File: src/rtl/mul_csa_pipe.sv
// Pipelined carry-save array multiplier, full 2W-bit product.
// Per-transaction unsigned or Baugh-Wooley signed, valid/ready both sides.
module mul_csa_pipe #(
  parameter int W              = 8,
  parameter int ROWS_PER_STAGE = 2
) (
  input  logic           clk,
  input  logic           rst,
  input  logic           in_valid,
  output logic           in_ready,
  input  logic [W-1:0]   in_a,
  input  logic [W-1:0]   in_b,
  input  logic           in_signed,
  output logic           out_valid,
  input  logic           out_ready,
  output logic [2*W-1:0] out_p
);
  localparam int R  = ROWS_PER_STAGE;
  localparam int NS = W / R;
  localparam int PW = 2 * W;

  if (W < 4 || W > 32 || R < 1 || (W % R) != 0) begin : g_bad_param
    $error("mul_csa_pipe: illegal W=%0d ROWS_PER_STAGE=%0d", W, R);
  end

  // Baugh-Wooley constants ride in the initial carry vector
  localparam logic [PW-1:0] BW_K = (PW'(1) << W) | (PW'(1) << (PW - 1));

  function automatic logic [PW-1:0] pp_row(
    input logic [W-1:0] a,
    input logic         bi,
    input logic         sg,
    input int           i
  );
    logic [W-1:0] row;
    logic [W-1:0] inv;
    row = a & {W{bi}};
    if (i == W - 1) inv = {1'b0, {(W-1){1'b1}}};
    else            inv = {1'b1, {(W-1){1'b0}}};
    if (sg) row = row ^ inv;
    return {{W{1'b0}}, row} << i;
  endfunction

  logic          adv;
  logic          out_valid_q;
  logic [PW-1:0] out_p_q;
  logic [PW-1:0] fin_s;
  logic [PW-1:0] fin_c;
  logic          fin_v;

  assign adv       = !out_valid_q || out_ready;
  assign in_ready  = adv;
  assign out_valid = out_valid_q;
  assign out_p     = out_p_q;

  for (genvar k = 0; k < NS; k++) begin : g_st
    logic [PW-1:0] s_i, c_i, s_d, c_d, s_q, c_q;
    logic [W-1:0]  a_i, b_i;
    logic          sg_i, v_i, v_q;

    if (k == 0) begin : g_head
      assign s_i  = '0;
      assign c_i  = in_signed ? BW_K : '0;
      assign a_i  = in_a;
      assign b_i  = in_b;
      assign sg_i = in_signed;
      assign v_i  = in_valid;
    end else begin : g_link
      assign s_i  = g_st[k-1].s_q;
      assign c_i  = g_st[k-1].c_q;
      assign a_i  = g_st[k-1].g_fwd.a_q;
      assign b_i  = g_st[k-1].g_fwd.b_q;
      assign sg_i = g_st[k-1].g_fwd.sg_q;
      assign v_i  = g_st[k-1].v_q;
    end

    always_comb begin
      logic [W-1:0]  bits;
      logic [PW-1:0] pp;
      logic [PW-1:0] t;
      s_d  = s_i;
      c_d  = c_i;
      bits = b_i;
      pp   = '0;
      t    = '0;
      for (int r = 0; r < R; r++) begin
        pp   = pp_row(a_i, bits[0], sg_i, k * R + r);
        t    = s_d ^ c_d ^ pp;
        c_d  = ((s_d & c_d) | (s_d & pp) | (c_d & pp)) << 1;
        s_d  = t;
        bits = bits >> 1;
      end
    end

    always_ff @(posedge clk) begin
      if (rst)      v_q <= 1'b0;
      else if (adv) v_q <= v_i;
    end

    always_ff @(posedge clk) begin
      if (adv) begin
        s_q <= s_d;
        c_q <= c_d;
      end
    end

    // Only stages feeding another CSA stage need operands
    if (k < NS - 1) begin : g_fwd
      logic [W-1:0] a_q, b_q;
      logic         sg_q;
      always_ff @(posedge clk) begin
        if (adv) begin
          a_q  <= a_i;
          b_q  <= b_i >> R;
          sg_q <= sg_i;
        end
      end
    end

    if (k == NS - 1) begin : g_tail
      assign fin_s = s_q;
      assign fin_c = c_q;
      assign fin_v = v_q;
    end
  end

  always_ff @(posedge clk) begin
    if (rst) begin
      out_valid_q <= 1'b0;
      out_p_q     <= '0;
    end else if (adv) begin
      out_valid_q <= fin_v;
      out_p_q     <= fin_s + fin_c;
    end
  end

endmodule

File: config.mk
export PLATFORM = sky130hd
export DESIGN_NAME = mul_csa_pipe
export DESIGN_NICKNAME = d
export VERILOG_FILES = /design/src/rtl/mul_csa_pipe.sv
export SDC_FILE = /design/constraint.sdc
export NUM_CORES = 1
export LEC_CHECK = 0
export CORE_MARGIN = 4
export CORE_UTILIZATION = 34
export CTS_BUF_LIST = sky130_fd_sc_hd__clkbuf_16
export CTS_CLUSTER_DIAMETER = 150
export DETAILED_ROUTE_END_ITERATION = 8
export GPL_TIMING_DRIVEN = 0
export PLACE_DENSITY_LB_ADDON = 0.3
export RECOVER_POWER = 25
export SYNTH_ARGS = -nofsm -noshare
export SYNTH_HDL_FRONTEND = slang
export SYNTH_SLANG_ARGS = --single-unit
File: constraint.sdc
create_clock -name clk -period 3.3 [get_ports clk]
set_input_delay 0.825 -clock clk [delete_from_list [all_inputs] [get_ports clk]]
set_output_delay 0.825 -clock clk [all_outputs]
set_load 0.005 [all_outputs]
==> results.md <==
- The flow ran to the end, and the final reports show no timing, DRC or antenna violations.
- The insertion delay to the later sink of the worst-skew pair is approximately 0.41 ns.
- The setup violation total in the final timing report is 0.
- Measured in cells, the most critical reg-to-reg path has a length of 4.
- Measured on the finished design, the core utilization comes to 43.41%.
- The library cell occupying the most area in the post-synthesis netlist is sky130_fd_sc_hd__edfxtp_1.
- The worst setup slack after placement is -0.5510 ns.
- The number of endpoints with negative hold slack in the final report is 0.
- After layout, the worst path uses approximately nine tenths of the clock period.
- Sorting the synthesized cells by area gives the leading types as sky130_fd_sc_hd__edfxtp_1 59%, sky130_fd_sc_hd__fa_1 14%, sky130_fd_sc_hd__dfxtp_1 6.8%.
- 0 antenna diodes ended up in the layout.
- Data arrives at the worst endpoint at 2.14 ns.
- The multi-input gate area in the final layout is 0.002066 sq mm.
- The number of ports placed on the die boundary is 39.
- Dividing the synthesized area by the synthesized cell count gives 16.06 sq um.
- After detailed routing, the average wire length per cell comes to 13.13 um.
- The class of the worst hold path is register to register.
- The H-tree generated during clock tree synthesis spans 4 levels.
- Entering global routing, the biggest net connects 40 pins.
- The area of all placed cells without fillers is 0.007614 sq mm.
- The cell area that synthesis handed to floorplanning was 0.006150 sq mm.
- For this design the static power due to leakage is 3.015 nW.
- From synthesis to final layout, the design area changed by 23.80%.
- The length of the first detailed-routing pass in iterations is 4.
- The count of flip-flops with a built-in enable after synthesis is 120.
- The first-pass GRT wire length is approximately 15000 um.
- Detailed placement finished with a half-perimeter wire length of 6006 um.
- The total number of vias is roughly 3000.
- Summed over all layers, the routed wires come to 9008 um.
- The number of max-cap violations is 0.
- The share of synthesized area occupied by flip-flops and latches is 65.43%.
- The initial DRC count is between 100 and 150.
- The count of nets left with antenna violations once routing finished came out at 0.
- Global routing finished with a remaining overflow of 0.
- Setup repair after global routing left no endpoint under its margin.
- The layout has 1575 filler cells.
- The post-synthesis net count is 467.
- Across all hold checks on the routed design, the worst slack comes to ~0.42 ns.
- In this run the tightest slew margin relative to its limit is ~64%.
- The data required time at the worst endpoint is 2.47 ns.
- The via count of the first global-routing pass is around 3300.
- The root cell of the clock tree is sky130_fd_sc_hd__clkbuf_16.
- The global-route usage over all layers is around a tenth.
- Routability-driven placement finished with a final weighted congestion of 0.7771.
- The type of destination of the critical path is an output pin.
- The slew at the pin closest to its max-slew limit is 0.5331 ns.
- Clock-pin slew was measured on the worst setup and hold paths at around 0.060 ns.
- The floorplan step set the die height to between 100 and 150 um.
- The synthesized design contains 141 register bits.
- The final setup slack of the worst path is 0.3392 ns.
- The worst setup path is launched from an input pin.
- The number of sinks on the clock net is 141.
- The number of buffers inserted during clock tree synthesis is 17.
- Once the floorplan was initialized, standard cells occupied 35.07% of the core.
- The initialized floorplan defines 48 standard-cell rows.
- The clock tree skew after final layout is 0.004506 ns.
- Based on the critical path, the design can be clocked at up to 337.7 MHz.
- The number of pins with negative max-slew slack in the final report is 0.
- Summed over its instances, the top area cell type makes up 58.60% of the synthesized netlist area.
- The count of distinct cell types in the synthesized netlist is 33.
- After technology mapping, the gate count stands at 383.
- The clock tree from TritonCTS is done.
- The most used flip-flop cell after synthesis is sky130_fd_sc_hd__edfxtp_1.
- The final net count is 532.
- Yosys printed 0 warnings.
- The power per unit of standard cell area is 712.0 mW/mm^2.
- The ratio of cells with drive above 1 in the final layout is about a tenth.
- The area of the die is slightly above 0.02 sq mm.
- After floorplanning, the core was sized to cover 0.01754 sq mm.
- The clock period could shrink to 2.961 ns.
- The hold buffer count at CTS is 0.
- The initial antenna violation count came to 0.
- The maximum root-to-sink buffer count is 2.
- The count of buffers from port buffering is 38.
- The worst setup path is of the input pin to output pin kind.
- The floorplan die width is between 100 and 150 um.
- The remaining routing DRC violations is 0.
- The total design power is about 0.0054 W.
- In the routed layout, each cell is associated on average with a via count of 4.456.
- The cell depth of the worst hold path is 0.
- Summing all placed instances gives a cell area of 0.006845 sq mm.
- The largest driver fanout on the critical path is 20.
- In the final layout, flip-flops and latches occupy 0.004024 sq mm.
- Across the VDD grid, the largest voltage drop is about 420 uV.
- The proportion of synthesized flip-flops having asynchronous set or reset is 0%.
## stage by stage
stage / setup TNS [ns] / cells
detailed placement: -0.5510 / 647
CTS: 0 / 685
global route: 0 / 686
global placement: -0.9909 / 646
floorplan: 0 / 383
finish: 0 / 686
## report_power, final
group          total [W]  internal, W  switching (W)
clock            0.00186      0.00117       0.000689
sequential       0.00254      0.00239       0.000156
combinational    0.00101     0.000533       0.000482
## area by class of cell
class	count	area share, %
buffer	9	0.7560
clock buffer	22	7.231
multi-input combinational	228	27.13
clock inverter	10	0.6409
tap	225	3.698
inverter	5	0.2958
sequential	141	52.85
timing repair buffer	46	7.395
## cell families after synthesis
| group | share of synthesized area [%] |
|---|---|
| DFF | 65.43 |
| AOI/OAI and AO/OA | 3.642 |
| buffers and inverters | 0.9766 |
| adders and majority gates | 18.07 |
| xor gates and xnor gates | 1.994 |
| and+or+nand+nor | 9.888 |
## flip-flops by register name, summed over array words and instances (netlist names)
signal / cells
fin_c: 8
g_st.c_q: 24
g_st.g_fwd.a_q: 24
g_st.g_fwd.b_q: 12
fin_s: 16
g_st.g_fwd.sg_q: 3
g_st.v_q: 3
fin_v: 1
out_valid: 1
g_st.s_q: 33
out_p: 16
## cell usage after synthesis (all sizes together), types with 2 or more instances
cell type,count
o211ai,2
nor2b,3
nor2,4
and3,2
buf,7
dfxtp,21
and2,51
o21ai,4
nor3,3
clkbuf,2
nand3,4
nand2,42
a21oi,19
ha,20
fa,43
xnor2,14
o21a,4
a211oi,2
inv,5
a31oi,2
edfxtp,120
## layout by cell type (no fill, tap or decap), types with 2 or more instances in the layout
master,n
sky130_fd_sc_hd__edfxtp_1,120
sky130_fd_sc_hd__and2_1,43
sky130_fd_sc_hd__fa_1,43
sky130_fd_sc_hd__nand2_1,42
sky130_fd_sc_hd__clkbuf_16,22
sky130_fd_sc_hd__dfxtp_1,21
sky130_fd_sc_hd__ha_1,20
sky130_fd_sc_hd__clkdlybuf4s50_1,20
sky130_fd_sc_hd__a21oi_1,18
sky130_fd_sc_hd__dlygate4sd3_1,17
sky130_fd_sc_hd__xnor2_1,14
sky130_fd_sc_hd__and2_0,8
sky130_fd_sc_hd__buf_4,4
sky130_fd_sc_hd__inv_1,4
sky130_fd_sc_hd__nor2_1,4
sky130_fd_sc_hd__o21ai_0,4
sky130_fd_sc_hd__o21a_1,4
sky130_fd_sc_hd__inv_2,4
sky130_fd_sc_hd__bufbuf_16,4
sky130_fd_sc_hd__nor2b_1,3
sky130_fd_sc_hd__clkbuf_1,3
sky130_fd_sc_hd__buf_2,3
sky130_fd_sc_hd__nor3_1,3
sky130_fd_sc_hd__nand3_1,3
sky130_fd_sc_hd__clkinvlp_4,2
sky130_fd_sc_hd__a211oi_1,2
sky130_fd_sc_hd__a31oi_1,2
sky130_fd_sc_hd__o211ai_1,2
sky130_fd_sc_hd__and3_1,2
sky130_fd_sc_hd__inv_4,2
sky130_fd_sc_hd__clkinv_2,2
## path summary, 6_finish.rpt
check | startpoint | endpoint | slack [ns]
max | out_ready | in_ready | 0.34
min | g_st[0].g_fwd.b_q[3] | g_st[1].g_fwd.b_q[1] | 0.42
max reg2reg | g_st[2].g_fwd.sg_q | fin_s[13] | 1.39
min reg2reg | g_st[0].g_fwd.b_q[3] | g_st[1].g_fwd.b_q[1] | 0.42
## critical path, cell delays in order
cell and delay, ns:
sky130_fd_sc_hd__clkdlybuf4s50_1 0.40, sky130_fd_sc_hd__nor2b_1 0.11, sky130_fd_sc_hd__buf_4 0.16, sky130_fd_sc_hd__clkinvlp_4 0.12
sky130_fd_sc_hd__buf_12 0.17, sky130_fd_sc_hd__buf_16 0.16, sky130_fd_sc_hd__dlymetal6s2s_1 0.16
## repair_timing
item,in CTS,in global routing
setup buffers,2,1
setup endpoints to repair,1,1
gates resized for setup,4,1
gates cloned,4,0
## layer usage
metal	wire length, um	GRT usage, %	up-vias
li1	-	-	1491
met1	3991	11.13	1490
met2	4390	16.52	60
met3	376	3.024	16
met4	249	6.053	0
met5	0	0	-
Note: power is estimated with default switching activity, not from simulation.
